===== src/rtl/vga_pkg.sv =====
// -----------------------------------------------------------------------------
// vga_pkg
// Shared definitions for the 1024x768 @ 70 Hz VGA raster generator.
// Contents: VESA timing constants (75 MHz pixel clock, 1328x806 total),
// pixel width and RGB111 colour constants, and the coordinate and flag types
// used by the counter and the alignment pipeline.
// -----------------------------------------------------------------------------
package vga_pkg;

  localparam int DW = 3;   // RGB111

  localparam int H_VISIBLE = 1024;
  localparam int H_FRONT   = 24;
  localparam int H_SYNC    = 136;
  localparam int H_BACK    = 144;
  localparam int H_TOTAL   = H_VISIBLE + H_FRONT + H_SYNC + H_BACK;  // 1328

  localparam int V_VISIBLE = 768;
  localparam int V_FRONT   = 3;
  localparam int V_SYNC    = 6;
  localparam int V_BACK    = 29;
  localparam int V_TOTAL   = V_VISIBLE + V_FRONT + V_SYNC + V_BACK;  // 806

  // Largest count is 1327, so 12 bits never overflow.
  localparam int CW = 12;

  typedef logic [CW-1:0] coord_t;
  typedef logic [DW-1:0] pixel_t;

  localparam pixel_t RED   = 3'b100;
  localparam pixel_t GREEN = 3'b010;
  localparam pixel_t BLUE  = 3'b001;

  // Per-position decode, travels down the alignment pipeline as one unit.
  typedef struct packed {
    logic visible;
    logic hs;
    logic vs;
  } raster_flags_t;

  // Half-open window test: lo <= v < hi.
  function automatic logic in_window(coord_t v, coord_t lo, coord_t hi);
    return (v >= lo) && (v < hi);
  endfunction

endpackage


===== src/rtl/vga_timing_1024x768_if.sv =====
// -----------------------------------------------------------------------------
// vga_timing_1024x768_if
// Bundles the frame-buffer read side and the VGA pin side of the raster
// generator.
//   posX/posY  : read address towards the frame-buffer RAM (zero latency)
//   pixelIn    : RAM read data, valid one cycle after posX/posY
//   pixelOut   : gated pixel to the VGA pins
//   Hsync_n    : horizontal sync, active low
//   Vsync_n    : vertical sync, active low
// master = the timing generator, slave = RAM/pin side.
// -----------------------------------------------------------------------------
interface vga_timing_1024x768_if;
  import vga_pkg::*;

  pixel_t pixelIn;
  pixel_t pixelOut;
  logic   Hsync_n;
  logic   Vsync_n;
  coord_t posX;
  coord_t posY;

  modport master (
    input  pixelIn,
    output pixelOut, Hsync_n, Vsync_n, posX, posY
  );

  modport slave (
    output pixelIn,
    input  pixelOut, Hsync_n, Vsync_n, posX, posY
  );

endinterface


===== src/rtl/vga_timing_1024x768_sync_counter.sv =====
// -----------------------------------------------------------------------------
// vga_sync_counter
// Horizontal/vertical raster counters plus the stage-0 decode of the current
// position into visible / hsync / vsync flags.
//   clk   : pixel clock
//   rst   : synchronous, active-high reset (counters to 0,0)
//   hcnt  : 0 .. H_TOTAL-1, advances every clock
//   vcnt  : 0 .. V_TOTAL-1, advances when hcnt wraps
//   flags : combinational decode of (hcnt, vcnt)
// -----------------------------------------------------------------------------
module vga_sync_counter #(
  parameter int H_VISIBLE = vga_pkg::H_VISIBLE,
  parameter int H_FRONT   = vga_pkg::H_FRONT,
  parameter int H_SYNC    = vga_pkg::H_SYNC,
  parameter int H_BACK    = vga_pkg::H_BACK,
  parameter int V_VISIBLE = vga_pkg::V_VISIBLE,
  parameter int V_FRONT   = vga_pkg::V_FRONT,
  parameter int V_SYNC    = vga_pkg::V_SYNC,
  parameter int V_BACK    = vga_pkg::V_BACK
) (
  input  logic                  clk,
  input  logic                  rst,
  output vga_pkg::coord_t       hcnt,
  output vga_pkg::coord_t       vcnt,
  output vga_pkg::raster_flags_t flags
);
  import vga_pkg::*;

  localparam coord_t H_LAST   = coord_t'(H_VISIBLE + H_FRONT + H_SYNC + H_BACK - 1);
  localparam coord_t V_LAST   = coord_t'(V_VISIBLE + V_FRONT + V_SYNC + V_BACK - 1);
  localparam coord_t H_ACTIVE = coord_t'(H_VISIBLE);
  localparam coord_t V_ACTIVE = coord_t'(V_VISIBLE);
  localparam coord_t HS_START = coord_t'(H_VISIBLE + H_FRONT);
  localparam coord_t HS_END   = coord_t'(H_VISIBLE + H_FRONT + H_SYNC);
  localparam coord_t VS_START = coord_t'(V_VISIBLE + V_FRONT);
  localparam coord_t VS_END   = coord_t'(V_VISIBLE + V_FRONT + V_SYNC);

  // NOTE: non-blocking (<=) so both counters update from pre-edge values;
  // blocking here would make vcnt depend on statement order.
  always_ff @(posedge clk) begin
    if (rst) begin
      hcnt <= '0;
      vcnt <= '0;
    end else if (hcnt == H_LAST) begin
      hcnt <= '0;
      vcnt <= (vcnt == V_LAST) ? '0 : vcnt + coord_t'(1);
    end else begin
      hcnt <= hcnt + coord_t'(1);
    end
  end

  // NOTE: default first so every path assigns flags and no latch is inferred.
  always_comb begin
    flags         = '0;
    flags.visible = (hcnt < H_ACTIVE) && (vcnt < V_ACTIVE);
    flags.hs      = in_window(hcnt, HS_START, HS_END);
    flags.vs      = in_window(vcnt, VS_START, VS_END);
  end

endmodule


===== src/rtl/vga_timing_1024x768.sv =====
// -----------------------------------------------------------------------------
// vga_timing_1024x768
// Raster timing generator and pixel gate for a 1024x768 @ 70 Hz display.
// The counters address the frame-buffer RAM directly; the decoded flags are
// delayed two clocks so they line up with the RAM's one-cycle read data, and
// the pixel is forced to 0 outside the visible area.
//   clk : 75 MHz pixel clock
//   rst : synchronous, active-high reset
//   vga : master side of vga_timing_1024x768_if (posX/posY/pixelIn/
//         pixelOut/Hsync_n/Vsync_n)
// Outputs in cycle t+2 describe the position presented in cycle t.
// -----------------------------------------------------------------------------
module vga_timing_1024x768 #(
  parameter int H_VISIBLE = vga_pkg::H_VISIBLE,
  parameter int H_FRONT   = vga_pkg::H_FRONT,
  parameter int H_SYNC    = vga_pkg::H_SYNC,
  parameter int H_BACK    = vga_pkg::H_BACK,
  parameter int V_VISIBLE = vga_pkg::V_VISIBLE,
  parameter int V_FRONT   = vga_pkg::V_FRONT,
  parameter int V_SYNC    = vga_pkg::V_SYNC,
  parameter int V_BACK    = vga_pkg::V_BACK
) (
  input logic                   clk,
  input logic                   rst,
  vga_timing_1024x768_if.master vga
);
  import vga_pkg::*;

  coord_t        hcnt;
  coord_t        vcnt;
  raster_flags_t flags_s0;
  raster_flags_t flags_d1;

  vga_sync_counter #(
    .H_VISIBLE (H_VISIBLE),
    .H_FRONT   (H_FRONT),
    .H_SYNC    (H_SYNC),
    .H_BACK    (H_BACK),
    .V_VISIBLE (V_VISIBLE),
    .V_FRONT   (V_FRONT),
    .V_SYNC    (V_SYNC),
    .V_BACK    (V_BACK)
  ) u_counter (
    .clk   (clk),
    .rst   (rst),
    .hcnt  (hcnt),
    .vcnt  (vcnt),
    .flags (flags_s0)
  );

  // Address goes straight from the counter registers so the RAM sees it
  // with no added latency.
  assign vga.posX = hcnt;
  assign vga.posY = vcnt;

  // Stage 1 holds the decode while the RAM reads; stage 2 meets the returned
  // pixel and drives the pins.
  always_ff @(posedge clk) begin
    if (rst) begin
      flags_d1     <= '0;
      vga.pixelOut <= '0;
      vga.Hsync_n  <= 1'b1;
      vga.Vsync_n  <= 1'b1;
    end else begin
      flags_d1     <= flags_s0;
      vga.pixelOut <= flags_d1.visible ? vga.pixelIn : '0;
      vga.Hsync_n  <= ~flags_d1.hs;
      vga.Vsync_n  <= ~flags_d1.vs;
    end
  end

endmodule


===== src/flat_wrapper.sv =====
// flat-port wrapper written by rule: the top's interface ports become plain ports
module vga_timing_1024x768_flat import vga_pkg::*;
#(
  parameter int H_VISIBLE = vga_pkg::H_VISIBLE,
  parameter int H_FRONT   = vga_pkg::H_FRONT,
  parameter int H_SYNC    = vga_pkg::H_SYNC,
  parameter int H_BACK    = vga_pkg::H_BACK,
  parameter int V_VISIBLE = vga_pkg::V_VISIBLE,
  parameter int V_FRONT   = vga_pkg::V_FRONT,
  parameter int V_SYNC    = vga_pkg::V_SYNC,
  parameter int V_BACK    = vga_pkg::V_BACK
)
  (clk, rst, vga_pixelIn, vga_pixelOut, vga_Hsync_n, vga_Vsync_n, vga_posX, vga_posY);
  vga_timing_1024x768_if vga_i ();
  input logic clk;
  input logic rst;
  input wire logic [$bits(vga_i.pixelIn)-1:0] vga_pixelIn;
  output wire logic [$bits(vga_i.pixelOut)-1:0] vga_pixelOut;
  output wire logic [$bits(vga_i.Hsync_n)-1:0] vga_Hsync_n;
  output wire logic [$bits(vga_i.Vsync_n)-1:0] vga_Vsync_n;
  output wire logic [$bits(vga_i.posX)-1:0] vga_posX;
  output wire logic [$bits(vga_i.posY)-1:0] vga_posY;
  assign vga_i.pixelIn = vga_pixelIn;
  assign vga_pixelOut = vga_i.pixelOut;
  assign vga_Hsync_n = vga_i.Hsync_n;
  assign vga_Vsync_n = vga_i.Vsync_n;
  assign vga_posX = vga_i.posX;
  assign vga_posY = vga_i.posY;
  vga_timing_1024x768 #(.H_VISIBLE(H_VISIBLE), .H_FRONT(H_FRONT), .H_SYNC(H_SYNC), .H_BACK(H_BACK), .V_VISIBLE(V_VISIBLE), .V_FRONT(V_FRONT), .V_SYNC(V_SYNC), .V_BACK(V_BACK)) u_core (.clk(clk), .rst(rst), .vga(vga_i));
endmodule

===== config.mk =====
export PLATFORM = sky130hd
export DESIGN_NAME = vga_timing_1024x768_flat
export DESIGN_NICKNAME = d
export VERILOG_FILES = /design/src/rtl/vga_pkg.sv /design/src/rtl/vga_timing_1024x768_if.sv /design/src/rtl/vga_timing_1024x768_sync_counter.sv /design/src/rtl/vga_timing_1024x768.sv /design/src/flat_wrapper.sv
export SDC_FILE = /design/constraint.sdc
export NUM_CORES = 1
export LEC_CHECK = 0
export BUFFER_PORTS_ARGS = -buffer_cell sky130_fd_sc_hd__buf_2
export CORE_MARGIN = 2
export CORE_UTILIZATION = 35
export CTS_CLUSTER_DIAMETER = 50
export DETAILED_ROUTE_END_ITERATION = 8
export PLACE_DENSITY_LB_ADDON = 0.12
export SYNTH_ARGS = -nofsm -noshare
export SYNTH_HDL_FRONTEND = slang
export SYNTH_HIERARCHICAL = 1
export SYNTH_SLANG_ARGS = --single-unit
export TNS_END_PERCENT = 10

===== constraint.sdc =====
create_clock -name clk -period 2.8 [get_ports clk]
set_input_delay 0.42 -clock clk [delete_from_list [all_inputs] [get_ports clk]]
set_output_delay 0.42 -clock clk [all_outputs]
set_load 0.02 [all_outputs]

Word-level counts from Yosys, hierarchy flattened. Cells that the tools add are included.

Register bits after elaboration: 32. Input bits: 5. Logic and storage cells: 27.

Add/subtract/negate cells: 2. $lt $le $gt $ge: 6. Equal/unequal tests: 2. Multiplexer cells: 1. Bitwise gates (word level): 3. Reduce and logical (&&, ||, !) cells: 5.

Operators by type and width (count): 12-bit by 1-bit adder with 12-bit output, second input constant (2); 12-bit by 10-bit less-than comparator with 1-bit output, second input constant (2); 12-bit by 11-bit less-than comparator with 1-bit output, second input constant (2); 12-bit by 10-bit == test with 1-bit output, second input constant (1); 12-bit by 11-bit == test with 1-bit output, second input constant (1); 12-bit by 10-bit >= comparator with 1-bit output, second input constant (1); 12-bit by 11-bit >= comparator with 1-bit output, second input constant (1); 12-bit 2-to-1 mux (1); 2-bit OR reduction (2); 1-bit logical AND (3); 1-bit inverter (3).

Depth between registers and ports, before layout. Gate-level depths: netlist of run 1.

Word-level depth: 2. Gate-level depth with buffers: 7. Gate-level depth less buffers: 7.

Cells and area by module. Netlist of run 1, hierarchy kept.

Modules (own cells, without submodules): vga_sync_counter (instances 1, cells each 154, area an instance 1265.0 µm², seq. area each 480.5 µm²); vga_timing_1024x768 (instances 1, cells each 16, area an instance 229.0 µm², seq. area each 160.2 µm²).

Worst setup path after synthesis of run 1. Ideal clock, no wire load.

Path kind: register to register. Start: register u_core.u_counter.hcnt[8]. End: register u_core.u_counter.vcnt[7]. Setup time: 0.070 ns. Arrival time: 2.027 ns. Required time: 2.730 ns. Setup slack: 0.703 ns. Cell stages (with the launch flop): 5. Buffers on the path: 0. Period minus slack after synthesis: 2.097 ns. Cells stage by stage: dfxtp_1 > or4b_4 > or3_4 > or4_1 > a21oi_1.

Longest elaborated chain between the ends: 1.

Ends and longest elaborated chain: start, declared (line vga_timing_1024x768_sync_counter.sv:23) `output vga_pkg::coord_t hcnt,`; start signal, assigned (line vga_timing_1024x768_sync_counter.sv:48) `hcnt <= hcnt + coord_t'(1);`; 12-bit by 11-bit == test with 1-bit output (line vga_timing_1024x768_sync_counter.sv:44) `end else if (hcnt == H_LAST) begin`; end signal, assigned (line vga_timing_1024x768_sync_counter.sv:46) `vcnt <= (vcnt == V_LAST) ? '0 : vcnt + coord_t'(1);`; end, declared (line vga_timing_1024x768_sync_counter.sv:24) `output vga_pkg::coord_t vcnt,`.

Every way passes these cells. A chain may end at the register's enable or synchronous reset.

Final worst setup path of run 1. Same ends and word-level chain as after synthesis.

==> results of run 1 <==
-- report_power, final --
group | switching [mW] | internal [mW]
sequential | 0.00787 | 0.463
combinational | 0.0227 | 0.0142
clock | 0.164 | 0.264
total | 0.195 | 0.741
-- Yosys cell counts --
library cell	n	area share
a2111oi_0	1	0.0059
a211oi_1	2	0.010
a21oi_1	8	0.027
a311oi_1	2	0.012
a31oi_1	2	0.0084
a41oi_1	1	0.0059
and2_1	1	0.0042
and2b_2	3	0.018
and3_1	1	0.0042
and3b_2	3	0.020
and4_1	2	0.012
and4b_1	1	0.0067
buf_6	1	0.0075
clkbuf_1	7	0.018
clkinv_1	1	0.0025
dfxtp_1	32	0.43
ha_1	4	0.034
inv_1	7	0.018
nand2_1	13	0.033
nand2b_1	4	0.017
nand3_1	10	0.034
nand3b_1	1	0.0050
nand4_1	8	0.034
nand4b_1	1	0.0059
nor2_1	19	0.048
nor3_1	3	0.010
nor3_2	1	0.0067
nor4_1	2	0.0084
nor4b_1	2	0.012
o21ai_0	3	0.010
o31ai_1	2	0.010
o32ai_1	3	0.018
or3_1	4	0.017
or3_4	1	0.0075
or3b_2	1	0.0059
or4_1	1	0.0050
or4b_1	1	0.0067
or4b_4	1	0.0092
xnor2_1	8	0.047
xor2_1	2	0.012
-- per-stage QoR --
step	utilization	setup slack (ns)	area [um2]
2_1_floorplan	-	0.7030	1494
3_3_place_gp	0.4150	0.7171	1684
3_5_place_dp	0.4150	0.6884	1684
4_1_cts	0.4416	0.6740	1792
5_1_grt	0.4416	0.5646	1792
6_report	0.4416	0.6579	1792
-- routing by layer --
layer	up-vias	global-route usage	routed length (um)
met4	0	0.05229	29
li1	677	-	-
met1	607	0.1900	1608
met3	4	0.05378	266
met5	-	0	0
met2	50	0.2041	1446
-- registers in the layout (all words and copies together) (netlist names) --
name	flops
u_core/flags_d1	3
u_core/u_counter/hcnt	12
u_core/u_counter/vcnt	12
u_core/vga.Hsync_n	1
u_core/vga.Vsync_n	1
u_core/vga.pixelOut	3
-- worst max-delay path: stages, from the launching register on --
cell and delay [ns]:
dfxtp_1 0.44, or4b_4 0.50, or3_4 0.47, or4_1 0.52, a21oi_1 0.14
-- cells by family (layout without fill, tap and decap cells) --
| kind of cell | after synthesis | count (layout) |
|---|---|---|
| compound gates | 24 | 24 |
| simple gates | 84 | 84 |
| buf+inv | 16 | 49 |
| flops | 32 | 32 |
| fa+ha+maj | 4 | 4 |
| xor+xnor | 10 | 10 |
-- placed cells by master, fill, tap and decap left out, types with 2 or more instances in the layout --
cell / n
nand3_1: 10
xnor2_1: 8
xor2_1: 2
o31ai_1: 2
and4_1: 2
nor3_1: 3
a211oi_1: 2
nor2_1: 19
dfxtp_1: 32
nand4_1: 8
nor4_1: 2
o32ai_1: 3
clkbuf_8: 5
buf_2: 33
a311oi_1: 2
a31oi_1: 2
nand2_1: 13
and2b_2: 3
ha_1: 4
nand2b_1: 4
o21ai_0: 3
nor4b_1: 2
and3b_2: 3
a21oi_1: 8
inv_1: 7
or3_1: 4
-- path summary, 6_finish.rpt --
kind / start / to / slack [ns] / depth (start not counted)
max: u_core/u_counter/hcnt[8] / u_core/u_counter/vcnt[7] / 0.66 / 4
max reg2reg: u_core/u_counter/hcnt[8] / u_core/u_counter/vcnt[7] / 0.66 / 4
min: u_core/flags_d1[1] / u_core/vga.Hsync_n / 0.38 / 1
min reg2reg: u_core/flags_d1[1] / u_core/vga.Hsync_n / 0.38 / 1
-- cell type report --
cell class                 count  area, um2
sequential                    32      640.6
multi-input combinational    122      785.8
clock inverter                 2      35.03
inverter                       8      30.03
tap                           50      62.56
clock buffer                   6      72.57
timing repair buffer          33      165.2
fill                         394       2266
==> metrics, run 1 <==
Max Clk Rate=466.8 MHz; CP Max Fanout=14; Worst Path Arrival=2.36 ns; vias in the first global route=1161; Cells after Synth=170; vias per cell=5.289; Chip Width=69.33 um; Max-Cap Viols=0; antenna-violating nets left=0; TritonRoute pass-1 iters=4; Yosys cell types=40; TritonCTS Sinks=32; Buffers on Ports=33; n_diodes=0; Worst-Margin Slew=0.6471 ns; Post-Route WL=3351 um; final hold vios=0; Synth Area in XOR/XNOR=0.05863; drt drc=0; status=complete, no violations; Syn Std Cell Area=1494 um2; Hold Crit Class=flip-flop to flip-flop; antenna violations before repair=0; CTS Buf Count=5; period utilization=0.7650; clock buffer depth=2; H-tree depth=2; Power per Cell Area=522.3 nW/um2; CP startpoint kind=flip-flop; Setup Buffers After CTS=0; Power Total=0.9358 mW; chip height=69.33 um; Min Hold Slack=0.3768 ns; Tmin final=2.142 ns; layout cell share with drive strength beyond 1=0.2463; Post-CTS Resized=0; GR Util All Layers=0.1411; Worst Setup End Kind=flip-flop; via count=1338; # rows=23; Core ar.=4058 um2; clock-pin slew on the worst setup and hold paths=0.07 ns; Final Non-Filler Cells=253; number of hold buffers added after CTS=0; global-route wire length before repair=5492 um; Post-Route Setup TNS=0 ns; routability cong.=0.7709; # nets final=211; pin count of the biggest net entering global routing=26; IO Pins=34; Max rail drop VDD=0.0002624 V; complex-gate fraction of the synthesized area=0.1064; Synth Warn #=6; Post-Synth Adder-Cell Area=0.03350; DRT iter0 DRCs=61; register area share after synthesis=0.4288; largest family of logic cells by synthesized area=simple AND/OR/NAND/NOR gates; leakage power=0.6858 nW; DR WL/cell=13.25 um; relative slew slack=0.5662; post-DP HPWL=2267 um; final clock skew=0.004406 ns; max-slew violation count=0; Area Growth Syn to Fin=19.93%; root buffer cell=clkbuf_8; placed instance count=245; RSZ-0062 raised after global routing=false; Net Count, Synth=179; Synth Area in Simple Gates=0.3275; Initial Util=0.3682; GR Overflow Total=0; Clk Latency, worst-skew pair=0.28 ns; CTS tree=built; Seq cells post-synth=32; Mean Syn Cell Area=8.788 um2; Worst EP required=3.01 ns; Critical Setup Path Class=flip-flop to flip-flop; die area=4807 um2; post-synthesis mux area share=0; final setup vio count=0
(Power assumes the default switching activity.)
==> run 2, diff against run 1 <==
--- a/config.mk
+++ b/config.mk
@@ -5,6 +5,7 @@
 export SDC_FILE = /design/constraint.sdc
 export NUM_CORES = 1
 export LEC_CHECK = 0
+export ABC_AREA = 1
 export BUFFER_PORTS_ARGS = -buffer_cell sky130_fd_sc_hd__buf_2
 export CORE_MARGIN = 2
 export CORE_UTILIZATION = 35
==> constraint.sdc (replaced) <==
create_clock -name clk -period 1.8 [get_ports clk]
set_input_delay 0.27 -clock clk [delete_from_list [all_inputs] [get_ports clk]]
set_output_delay 0.27 -clock clk [all_outputs]
set_load 0.02 [all_outputs]
==> run 2 against run 1 <==
Effect of this change:
- cell count rose by 27%
- first-iteration DRC count shrank 30%
- non-clock buffer count is 1 higher
- clock power up 32%
- total power increased by 44%
- die area grew 3.3%
- utilization fell by 0.89 points
- register-to-register slack lost 0.43 ns
- fmax is 37% higher
- sequential power grew 54%
- critical endpoint is now u_core/u_counter/hcnt[8]
- largest cell class unchanged
==> metrics, run 2 <==
status=complete, no violations; complex-gate fraction of the synthesized area=0.06392; cell taking the most area after synthesis=dfxtp_1; DR WL/cell=10.31 um; cell area after placement=1765 um2; count leader, synth=nand2_1; Post-Route Setup TNS=0 ns; Worst EP required=1.96 ns; commonest non-fill, non-tap cell in the layout=nand2_1; max-slew violation count=0; Tmin final=1.569 ns; Yosys cell types=22; H-tree depth=2; Post-CTS Resized=0; Clk Latency, worst-skew pair=0.28 ns; Chip Width=70.47 um; largest family of logic cells by synthesized area=simple AND/OR/NAND/NOR gates; Post-Synth Adder-Cell Area=0.03236; Min Hold Slack=0.1996 ns; Post-synth EDFFs=0; relative slew slack=0.7363; antenna-violating nets left=0; worst flop-to-flop path startpoint=u_core/u_counter/hcnt[0]; Area Growth Syn to Fin=20.15%; Max-Cap Viols=0; final setup vio count=0; most frequent cells in the layout=nand2_1 (53), nor2_1 (39), buf_2 (33), inv_1 (33), dfxtp_1 (32); leakage power=0.8608 nW; Post-Route WL=3309 um; antenna violations before repair=0; TritonRoute pass-1 iters=4; Max rail drop VDD=0.0003533 V; die area=4966 um2; Reg-to-Reg End=u_core/u_counter/hcnt[8]; Critical Path End=u_core/u_counter/hcnt[8]; Buffers on Ports=33; Synth Warn #=6; Core ar.=4294 um2; clock-pin slew on the worst setup and hold paths=0.07 ns; Synth top area share=0.4142; final instance area=1858 um2; routability cong.=0.8064; Worst Path Arrival=1.73 ns; IO Pins=34; Critical Setup Path Class=flip-flop to flip-flop; chip height=70.47 um; pin count of the biggest net entering global routing=20; GR Util All Layers=0.1448; # nets final=277; vias per cell=4.601; CP startpoint kind=flip-flop; R2R depth=7; Power per Cell Area=724.7 nW/um2; final clock skew=0.003343 ns; period utilization=0.8716; most frequent cells after synthesis=nand2_1 (53), nor2_1 (39), inv_1 (33); hold depth=3; RSZ-0062 raised after global routing=false; CP Max Fanout=12; Initial Util=0.3601; clock buffer depth=2; vias in the first global route=1271; drt drc=0; Post-Place Worst Slack=0.2260 ns; Synth area leaders=dfxtp_1 (41%), nand2_1 (13%), nor2_1 (9.5%); GR Overflow Total=0; Async S/R FF share, synth=0; Synth Area in Simple Gates=0.3843; number of hold buffers added after CTS=0; largest registers=u_core/u_counter/hcnt x12, u_core/u_counter/vcnt x12; Final Non-Filler Cells=321; layout cell share with drive strength beyond 1=0.1970; Worst Setup SP=u_core/u_counter/hcnt[0]; Finished Core Util=0.4327; Worst Setup End Kind=flip-flop; placed instance count=313; Cells after Synth=229; top_reg_cell synth=dfxtp_1; CTS Buf Count=5; Mean Syn Cell Area=6.753 um2; post-DP HPWL=2440 um; global-route wire length before repair=5754 um; post-synthesis mux area share=0; CTS tree=built; Hold Crit Class=input pin to flip-flop; Seq cells post-synth=32; register area share after synthesis=0.4142; # rows=24; via count=1477; Setup Buffers After CTS=0; Power Total=1.347 mW; Worst R2R Setup Slack=0.23 ns; Synth Area in XOR/XNOR=0.005663; root buffer cell=clkbuf_8; Syn Std Cell Area=1546 um2; n_diodes=0; Worst-Margin Slew=0.3947 ns; Net Count, Synth=238; final setup margin=0.2312 ns; final hold vios=0; Max Clk Rate=637.4 MHz; DRT iter0 DRCs=43; TritonCTS Sinks=32
[run 2: cell types whose count changed after synthesis, sizes merged, moves of 7 or more]
| cell | delta |
|---|---|
| inv | +29 |
| nand3 | +10 |
| clkbuf | -7 |
| nor2 | +23 |
| xnor2 | -8 |
| nand2 | +44 |
[run 2: layer usage]
metal  vias up  global-route usage  wire, um
li1        800                   -         -
met1       647              0.1975      1756
met2        25              0.2149      1367
met3         5             0.03175       132
met4         0             0.07051        52
met5         -                   0         0
[run 2: final cells by class]
class	count	area, um2
clock buffers	6	82.58
flip-flops and latches	32	640.6
fillers	467	2436
multi-input cells	159	752.0
repair buffers	34	172.7
clock inverters	2	10.01
inverters	36	135.1
well taps	52	65.06
[run 2: logic make-up (layout without fill, tap and decap cells)]
kind of cell | Yosys count | after routing
AO/OA/AOI/OAI | 19 | 19
AND/OR/NAND/NOR | 135 | 135
buffers and inverters | 38 | 78
flip-flops | 32 | 32
XOR/XNOR | 1 | 1
adder cells (fa/ha/maj) | 4 | 4
[run 2: worst min path at each step]
stage | start | end
after CTS | vga_pixelIn[0] | u_core/vga.pixelOut[0]
after global routing | vga_pixelIn[0] | u_core/vga.pixelOut[0]
final | vga_pixelIn[0] | u_core/vga.pixelOut[0]
after detailed placement | u_core/flags_d1[1] | u_core/vga.Hsync_n
after floorplan | rst | u_core/flags_d1[0]
after global placement | u_core/flags_d1[1] | u_core/vga.Hsync_n
[run 2: where the power goes]
group | internal, mW | leakage, nW | total, mW | switching [mW]
Combinational | 0.0194 | 0.551 | 0.0570 | 0.0375
Clock | 0.305 | 0.0510 | 0.567 | 0.262
Sequential | 0.717 | 0.259 | 0.723 | 0.00574
[run 2: critical path, stage by stage (launching register included)]
cell and delay, ns:
dfxtp_1 0.37, ha_1 0.21, nand3_1 0.18, nor2_1 0.13, nand3_1 0.15, nand2_2 0.14
buf_4 0.20, nor3_1 0.07
==> run 3, diff against run 2 <==
--- a/config.mk
+++ b/config.mk
@@ -14,6 +14,5 @@
 export PLACE_DENSITY_LB_ADDON = 0.12
 export SYNTH_ARGS = -nofsm -noshare
 export SYNTH_HDL_FRONTEND = slang
-export SYNTH_HIERARCHICAL = 1
 export SYNTH_SLANG_ARGS = --single-unit
 export TNS_END_PERCENT = 10
==> run 3 against run 2 <==
Effect of this change:
- clock power is essentially flat
- total power grew 0.19%
- hold slack lost 0.0066 ns
- flip-flop and latch count is the same
- sequential power is essentially flat
- worst setup slack lost 0.037 ns
- non-clock buffer count grew 1
- global-route usage grew 1.1 points
- die area grew 3.1%
- via count grew 2.7%
- fmax shrank 2.3%
==> metrics, run 3 <==
RSZ-0062 raised after global routing=false; Power per Cell Area=705.2 nW/um2; GR Util All Layers=0.1561; Post-synth EDFFs=0; Max-Cap Viols=0; Post-Route WL=3614 um; Worst EP required=1.98 ns; CP Max Fanout=15; Finished Core Util=0.4364; largest registers=u_core.u_counter.hcnt x12, u_core.u_counter.vcnt x12; relative slew slack=0.6728; most frequent cells after synthesis=nand2_1 (65), nor2_1 (43), dfxtp_1 (32); leakage power=0.8772 nW; placed instance count=324; Synth top area share=0.4013; count leader, synth=nand2_1; # fillers=478; final setup vio count=0; register area=640.6 um2; Post-CTS Resized=0; Synth Warn #=0; Hold Startpoint=rst; Chip Width=71.54 um; n_diodes=0; drt drc=0; Synth area leaders=dfxtp_1 (40%), nand2_1 (15%), nor2_1 (10%); Worst Path Arrival=1.78 ns; via count=1517; max-slew violation count=0; hold depth=2; DR WL/cell=10.89 um; Cells after Synth=239; TritonRoute pass-1 iters=4; H-tree depth=2; Buffers on Ports=33; Async S/R FF share, synth=0; Net Count, Synth=248; # rows=24; antenna violations before repair=0; period utilization=0.8921; Max rail drop VDD=0.0004221 V; vias per cell=4.569; top_reg_cell synth=dfxtp_1; Final Non-Filler Cells=332; routability cong.=0.8647; Tmin final=1.606 ns; Setup Buffers After CTS=0; Reg-to-Reg End=u_core.u_counter.vcnt[10]; CTS Buf Count=5; post-DP HPWL=2708 um; Area Growth Syn to Fin=19.83%; pin count of the biggest net entering global routing=16; R2R depth=8; final clock skew=0.003076 ns; die area=5118 um2; cell taking the most area after synthesis=dfxtp_1; DRT iter0 DRCs=53; IO Pins=34; TritonCTS Sinks=32; antenna-violating nets left=0; Worst-Margin Slew=0.4890 ns; status=complete, no violations; number of hold buffers added after CTS=0; worst flop-to-flop path startpoint=u_core.u_counter.hcnt[0]; Worst R2R Setup Slack=0.19 ns; Yosys cell types=24; vias in the first global route=1424; # nets final=288; final hold vios=0; most frequent cells in the layout=nand2_1 (65), nor2_1 (43), buf_2 (33); Syn Std Cell Area=1597 um2; multi-input logic area=809.5 um2; GR Overflow Total=0; commonest non-fill, non-tap cell in the layout=nand2_1; worst hold endpoint=u_core.u_counter.vcnt[4]; Max Clk Rate=622.7 MHz; register area share after synthesis=0.4013; layout cell share with drive strength beyond 1=0.1786; Clk Latency, worst-skew pair=0.28 ns; Seq cells post-synth=32; Initial Util=0.3642; Worst Setup End Kind=flip-flop; CTS tree=built; clock buffer depth=2; CP startpoint kind=flip-flop; Hold Crit Class=input pin to flip-flop; clock-pin slew on the worst setup and hold paths=0.06 ns; root buffer cell=clkbuf_8; global-route wire length before repair=6216 um; chip height=71.54 um; Critical Setup Path Class=flip-flop to flip-flop; Mean Syn Cell Area=6.680 um2; Post-Route Setup TNS=0 ns; Core ar.=4384 um2
run 3: cell types whose count changed in the layout (fill, tap and decap cells not counted), sizes merged, moves of 2 or more:
cell | previous run | this run
nor3 | 9 | 4
clkbuf | 6 | 8
nand3 | 20 | 28
nor4 | 3 | 1
nand2 | 57 | 66
nor2 | 42 | 45
xor2 | 1 | 4
o21ai | 4 | 1
inv | 36 | 33
run 3: area by class of cell:
| cell class | instances | share of cell area |
|---|---|---|
| tap | 52 | 0.03401 |
| timing repair buffer | 35 | 0.09418 |
| multi-input combinational | 171 | 0.4232 |
| inverter | 34 | 0.06671 |
| clock buffer | 8 | 0.04709 |
| sequential | 32 | 0.3349 |
run 3: worst max path at each step:
stage,startpoint,to,slack (ns),cells past startpoint
6_report,u_core.u_counter.hcnt[0],u_core.u_counter.vcnt[10],0.19,8
4_1_cts,u_core.u_counter.hcnt[0],u_core.u_counter.vcnt[11],0.20,8
3_3_place_gp,u_core.u_counter.hcnt[0],u_core.u_counter.vcnt[10],0.27,8
5_1_grt,u_core.u_counter.hcnt[0],u_core.u_counter.vcnt[10],0.01,8
3_5_place_dp,u_core.u_counter.hcnt[0],u_core.u_counter.vcnt[11],0.21,8
2_1_floorplan,u_core.u_counter.hcnt[0],u_core.u_counter.vcnt[10],0.22,9
run 3: per-layer routing:
layer  vias up  track usage  routed length (um)
li1        824            -                   -
met1       655       0.1977                1818
met2        32       0.2479                1555
met3         6      0.04641                 183
met4         0      0.06499                  57
met5         -            0                   0
run 3: logic make-up (layout without fill, tap and decap cells):
kind of cell,Yosys count,in the layout,synth area share
buffers and inverters,36,77,0.09169
xor gates and xnor gates,4,4,0.02194
adders and majority gates,4,4,0.03135
AOI/OAI and AO/OA,15,15,0.05408
and+or+nand+nor,148,148,0.3997
DFF,32,32,0.4013
run 3: where the power goes:
part           leakage [nW]  internal (mW)  switching [mW]
combinational         0.572         0.0213          0.0391
clock                0.0455          0.312           0.254
sequential            0.259          0.718         0.00575
total                 0.877           1.05           0.299
run 3: critical path, stage by stage (launching register included):
cell     delay, ns
dfxtp_1       0.37
ha_1          0.21
nand3_2       0.13
nor2_4        0.16
inv_2         0.07
nor2_4        0.29
nand3_1       0.14
nand2_1       0.10
nor2_1        0.04
run 3: stage by stage:
step | setup WS, ns | instance area [um2] | hold WS (ns) | power [mW]
floorplan | 0.2182 | 1597 | 0.3391 | 0.7772
global placement | 0.2702 | 1823 | 0.3558 | 0.8001
detailed placement | 0.2135 | 1823 | 0.3547 | 0.8008
CTS | 0.1967 | 1913 | 0.1843 | 1.377
global route | 0.01269 | 1913 | 0.1939 | 1.408
finish | 0.1941 | 1913 | 0.1930 | 1.349
